File: src/rtl/pipe_hazard_sequencer_pkg.sv
// Shared encodings for the pipeline hazard sequencer: FSM states,
// pipeline register indices and the per-cycle control priority case.
package pipe_hazard_sequencer_pkg;

    localparam logic [1:0] ST_RUN    = 2'd0;
    localparam logic [1:0] ST_DRAIN  = 2'd1;
    localparam logic [1:0] ST_HALTED = 2'd2;

    localparam int IDX_IFID  = 0;
    localparam int IDX_IDEX  = 1;
    localparam int IDX_EXMEM = 2;

    typedef enum logic [3:0] {
        PRI_RESET,
        PRI_FREEZE,
        PRI_BRANCH,
        PRI_LOADUSE,
        PRI_JUMP,
        PRI_IMEM,
        PRI_NORMAL,
        PRI_DRAIN,
        PRI_HALT
    } prio_e;

endpackage

File: src/rtl/pipe_hazard_sequencer_sat_counter.sv
// Saturating up-counter with synchronous active-high clear.
module sat_counter #(
    parameter int W = 16
) (
    input  logic         clk,
    input  logic         reset,
    input  logic         inc,
    output logic [W-1:0] count
);

    always_ff @(posedge clk) begin
        if (reset)
            count <= '0;
        else if (inc && (count != '1))
            count <= count + W'(1);
    end

endmodule

File: src/rtl/pipe_hazard_sequencer.sv
// Registered flush/stall sequencer: per-register write/flush control,
// halt drain with wrong-path cancel, and stall/flush performance counters.
module pipe_hazard_sequencer
    import pipe_hazard_sequencer_pkg::*;
#(
    parameter int NUM_STAGES = 4,
    parameter int BR_STAGE   = 2,
    parameter int JMP_STAGE  = 1,
    parameter int CNT_W      = 16
) (
    input  logic                  clk,
    input  logic                  reset,
    input  logic                  branch_mispredict,
    input  logic                  jump_mispredict,
    input  logic                  load_use_stall,
    input  logic                  imem_ready,
    input  logic                  dmem_busy,
    input  logic                  halt_id,
    output logic                  pc_write,
    output logic [NUM_STAGES-1:0] stage_write,
    output logic [NUM_STAGES-1:0] stage_flush,
    output logic                  halted,
    output logic [1:0]            seq_state,
    output logic [CNT_W-1:0]      stall_cnt,
    output logic [CNT_W-1:0]      flush_cnt
);

    localparam int IW = $clog2(NUM_STAGES);
    localparam logic [NUM_STAGES-1:0] BR_MASK  = NUM_STAGES'((1 << BR_STAGE) - 1);
    localparam logic [NUM_STAGES-1:0] JMP_MASK = NUM_STAGES'((1 << JMP_STAGE) - 1);
    localparam logic [IW-1:0] BR_IDX   = IW'(BR_STAGE);
    localparam logic [IW-1:0] LAST_IDX = IW'(NUM_STAGES - 1);

    logic [1:0]    state, next_state;
    logic [IW-1:0] drain_idx, next_idx;
    prio_e         prio;
    logic          flush_ev;
    logic          stall_inc;

    always_comb begin
        prio        = PRI_RESET;
        pc_write    = 1'b0;
        stage_write = '0;
        stage_flush = '0;
        next_state  = state;
        next_idx    = drain_idx;
        flush_ev    = 1'b0;
        if (!reset) begin
            case (state)
                ST_RUN: begin
                    if (dmem_busy)              prio = PRI_FREEZE;
                    else if (branch_mispredict) prio = PRI_BRANCH;
                    else if (load_use_stall)    prio = PRI_LOADUSE;
                    else if (jump_mispredict)   prio = PRI_JUMP;
                    else if (!imem_ready)       prio = PRI_IMEM;
                    else                        prio = PRI_NORMAL;
                    case (prio)
                        PRI_BRANCH: begin
                            pc_write    = 1'b1;
                            stage_write = '1;
                            stage_flush = BR_MASK;
                            flush_ev    = 1'b1;
                        end
                        PRI_LOADUSE: begin
                            stage_write           = '1;
                            stage_write[IDX_IFID] = 1'b0;
                            stage_flush[IDX_IDEX] = 1'b1;
                        end
                        PRI_JUMP: begin
                            pc_write    = 1'b1;
                            stage_write = '1;
                            stage_flush = JMP_MASK;
                            flush_ev    = 1'b1;
                        end
                        PRI_IMEM: begin
                            stage_write           = '1;
                            stage_flush[IDX_IFID] = 1'b1;
                        end
                        PRI_NORMAL: begin
                            pc_write    = 1'b1;
                            stage_write = '1;
                        end
                        default: ;
                    endcase
                    // A missing fetch only bubbles IF/ID; the HLT in ID still advances.
                    if (halt_id && (prio == PRI_IMEM || prio == PRI_NORMAL)) begin
                        next_state = ST_DRAIN;
                        next_idx   = IW'(1);
                    end
                end
                ST_DRAIN: begin
                    stage_write[IDX_IFID] = 1'b1;
                    stage_flush[IDX_IFID] = 1'b1;
                    if (dmem_busy) begin
                        prio = PRI_FREEZE;
                    end else if (branch_mispredict && (drain_idx < BR_IDX)) begin
                        // HLT is younger than the mispredicted branch: it was wrong-path.
                        prio        = PRI_BRANCH;
                        pc_write    = 1'b1;
                        stage_write = '1;
                        stage_flush = BR_MASK;
                        flush_ev    = 1'b1;
                        next_state  = ST_RUN;
                        next_idx    = '0;
                    end else begin
                        prio        = PRI_DRAIN;
                        stage_write = '1;
                        if (branch_mispredict) begin
                            stage_flush = stage_flush | BR_MASK;
                            flush_ev    = 1'b1;
                        end
                        next_idx = drain_idx + IW'(1);
                        if (drain_idx == LAST_IDX)
                            next_state = ST_HALTED;
                    end
                end
                ST_HALTED: prio = PRI_HALT;
                default: begin
                    next_state = ST_RUN;
                    next_idx   = '0;
                end
            endcase
        end
    end

    always_ff @(posedge clk) begin
        if (reset) begin
            state     <= ST_RUN;
            drain_idx <= '0;
        end else begin
            state     <= next_state;
            drain_idx <= next_idx;
        end
    end

    assign seq_state = state;
    assign halted    = !reset && (state == ST_HALTED);
    assign stall_inc = !reset && (state == ST_RUN) && !pc_write;

    sat_counter #(.W(CNT_W)) u_stall_cnt (
        .clk   (clk),
        .reset (reset),
        .inc   (stall_inc),
        .count (stall_cnt)
    );

    sat_counter #(.W(CNT_W)) u_flush_cnt (
        .clk   (clk),
        .reset (reset),
        .inc   (flush_ev),
        .count (flush_cnt)
    );

endmodule

File: config.mk
export PLATFORM = sky130hd
export DESIGN_NAME = pipe_hazard_sequencer
export DESIGN_NICKNAME = d
export VERILOG_FILES = /design/src/rtl/pipe_hazard_sequencer_pkg.sv /design/src/rtl/pipe_hazard_sequencer_sat_counter.sv /design/src/rtl/pipe_hazard_sequencer.sv
export SDC_FILE = /design/constraint.sdc
export NUM_CORES = 1
export LEC_CHECK = 0
export ABC_AREA = 1
export CORE_MARGIN = 10
export CORE_UTILIZATION = 40
export CTS_BUF_LIST = sky130_fd_sc_hd__clkbuf_8
export CTS_CLUSTER_SIZE = 14
export DETAILED_ROUTE_END_ITERATION = 8
export PLACE_DENSITY = 0.76
export SYNTH_ARGS = -nofsm -noshare
export SYNTH_HDL_FRONTEND = slang
export SYNTH_SLANG_ARGS = --single-unit
File: constraint.sdc
create_clock -name clk -period 4.2 [get_ports clk]
set_input_delay 0.42 -clock clk [delete_from_list [all_inputs] [get_ports clk]]
set_output_delay 0.42 -clock clk [all_outputs]
set_load 0.02 [all_outputs]
==> flow_metrics.py <==
metrics = {
    "run_status": {
        "status": "finished, final reports clean",
    },
    "detailed_routing": {
        "post_drt_wl_per_cell_um": 12.57,
        "dr_total_vias": 2533,
        "drt_iter0_drc": 183,
        "wl_um": 6248,
        "dr.pass1.iters": 4,
        "antenna_left": 0,
        "viasPerCell": 5.097,
        "drcViolationCount": 0,
    },
    "synthesis": {
        "synth-compound-area-share_pct": 12.36,
        "synth_top_family_by_area": "simple AND/OR/NAND/NOR gates",
        "synth_area_leaders": "dfxtp_1, nand2_1, nand3_1",
        "ys_types": 32,
        "synth_edf_count": 0,
        "synthArstFlopShare_pct": 0,
        "synth_top_area_cell": "dfxtp_1",
        "synth_most_common_cell": "nand2_1",
        "synth_cells": 378,
        "syn-cell-area_um2": 2450,
        "synth_mux_area_share_pct": 0,
        "yosys_warnings": 0,
        "syn_area_per_cell_um2": 6.481,
        "synth_simple_gate_area_share_pct": 42.39,
        "ys.flop_type": "dfxtp_1",
        "synthAdderAreaFrac_pct": 1.021,
        "yosys-top-cells-count": "nand2_1, nor2_1, nand3_1",
        "ys_ff_latch": 36,
        "ys_seq_area_share_pct": 29.42,
        "synthXorXnorAreaFrac_pct": 4.648,
        "yosysTopAreaCellShare_pct": 29.42,
    },
    "timing": {
        "clock.fmax_ghz": 0.3779,
        "period_needed_ps": 2646,
        "worst_slack_ps": 1554,
        "finalSetupTns_ps": 0,
        "slew_violations": 0,
        "hold_viol": 0,
        "clock_skew_ps": 9.114,
        "rsz0062_at_grt": "false",
        "finalCritPeriodShare_pct": 63.00,
        "finalSetupViolCount": 0,
    },
    "layout": {
        "nets": 431,
        "syn2layout_area_growth_pct": 23.29,
        "drive_above_1_share_pct": 10.43,
        "utilization_pct": 51.01,
        "fillCellCount": 594,
        "n_antenna_cell": 0,
    },
    "cts": {
        "root_buffer": "clkbuf_8",
        "cts_made_buffers": 5,
        "cts_setup_buffers": 0,
        "cts_max_level": 2,
        "ctsHoldBuffers": 0,
        "insertion_delay_ps": 300,
        "clockBufferDepth": 2,
        "cts_tree": "done",
        "cts_sinks": 36,
        "clkTransAtPathRegs_ps": 70,
        "ctsResizeCount": 0,
    },
    "critical_path": {
        "crit_slowest_cell": "clkdlybuf4s50_1",
        "cp.required_ps": 3780,
        "path_cells": "clkdlybuf4s50_1, inv_2, nand2_1, nor2_1, nand2_1, a21oi_1, clkdlybuf4s50_1",
        "end_kind": "primary output",
        "path_delay_family": "buffers and inverters",
        "cp_slowest_stage_delay_ps": 630,
        "start_kind": "input pin",
        "path_buf_inv": 3,
        "worstSetupPathType": "in2out",
        "critPathArrivalTime_ps": 2230,
        "crit_fanout": 6,
    },
    "placed_design": {
        "dp_hpwl_um": 4681,
        "portBuffers": 49,
        "pre_cts_ws_ps": 1541,
        "globalplace.congestion": 0.8016,
    },
    "global_routing": {
        "antenna_found_initial": 0,
        "grt_max_degree": 30,
        "grt_pass1_wl_um": 10510,
        "grt_usage_pct": 12.52,
        "grt_overflow_total": 0,
        "grt_pass1_vias": 2362,
    },
    "power_and_ir_drop": {
        "p_comb_share_pct": 39.1,
        "p_clk_share_pct": 23.8,
        "p_int_w": 0.0006445,
        "power_frac_seq_pct": 37.1,
        "leakage_nw": 1.062,
        "p_sw_w": 0.0004322,
        "power_density_nw_per_um2": 356.5,
        "ir_worst_vdd_v": 0.0001653,
        "sw_frac_of_total_pct": 40.14,
    },
    "floorplan": {
        "die_height_um": 98.26,
        "coreArea_um2": 5921,
        "io_pins": 52,
        "die-width_um": 98.26,
        "initial_core_util_pct": 41.38,
        "core.rowCount": 28,
        "die-area_um2": 9655,
    },
    "hold_path": {
        "holdCritPathClass": "reg2reg",
    },
    "flow_run": {
        "maxCapViolations": 0,
    },
}
## layout by cell type (no fill, tap or decap), drive strengths merged, types with 6 or more instances in the layout
| cell | count |
|---|---|
| clkbuf | 6 |
| inv | 34 |
| nand3 | 43 |
| xnor2 | 7 |
| nand2 | 110 |
| dfxtp | 36 |
| o21ai | 18 |
| xor2 | 6 |
| a21oi | 33 |
| nand4 | 9 |
| clkdlybuf4s50 | 49 |
| nor2 | 59 |
## tightest hold or removal path: stages, from the launching register on
cell and delay, ps:
dfxtp_1 340, o21ai_0 80, a21oi_1 60
## per-layer routing
layer  global-route usage [%]  routed length, µm  vias up
met3                    4.722                445       12
li1                         -                  -     1307
met1                    13.86               2805     1154
met4                    5.623                113        0
met5                        0                  0        -
met2                    20.86               2884       60
## logic make-up after synthesis
logic type | after synthesis
flip-flops | 36
other | 1
AND/OR/NAND/NOR | 224
buffers and inverters | 49
AO/OA/AOI/OAI | 53
adder cells (fa/ha/maj) | 2
XOR/XNOR | 13
## final cells by class
cell class,instances,area (µm²),area share (%)
well taps,75,93.84,3.107
multi-input cells,294,1488,49.25
clock buffers,6,82.58,2.734
clock inverters,2,10.01,0.3314
flip-flops and latches,36,720.7,23.86
inverters,34,127.6,4.225
repair buffers,50,498.0,16.49
## final timing paths
check,start,to,slack (ps),cells after the start
setup reg to reg,u_flush_cnt.count[0]$_SDFFE_PP0P_,u_flush_cnt.count[3]$_SDFFE_PP0P_,2350,9
setup / recovery,dmem_busy,pc_write,1550,7
hold reg to reg,u_stall_cnt.count[7]$_SDFFE_PP0P_,u_stall_cnt.count[7]$_SDFFE_PP0P_,520,2
hold / removal,u_stall_cnt.count[7]$_SDFFE_PP0P_,u_stall_cnt.count[7]$_SDFFE_PP0P_,520,2
## per-stage QoR
step                      cell area (µm²)  hold WS, ps  instances   power, W
after floorplan                      2454        541.8        379  0.0007296
after global placement               2928        502.1        489  0.0008211
after detailed placement             2928        510.3        489  0.0008304
after CTS                            3020        521.0        497   0.001089
after global routing                 3020        558.6        497   0.001149
final                                3020        515.9        497   0.001077
## sequential cells by signal, indices dropped and copies added (netlist names)
register,flops
seq_state,2
u_stall_cnt.count,16
drain_idx,2
u_flush_cnt.count,16
## power groups by stage
stage,sequential (W),combinational [W],clock [W]
final,0.000400,0.000421,0.000256
after global routing,0.000404,0.000467,0.000278
after CTS,0.000400,0.000423,0.000266
after detailed placement,0.000408,0.000422,0
after global placement,0.000406,0.000415,0
after floorplan,0.000424,0.000305,0
Power figures use the tool's default switching activity.
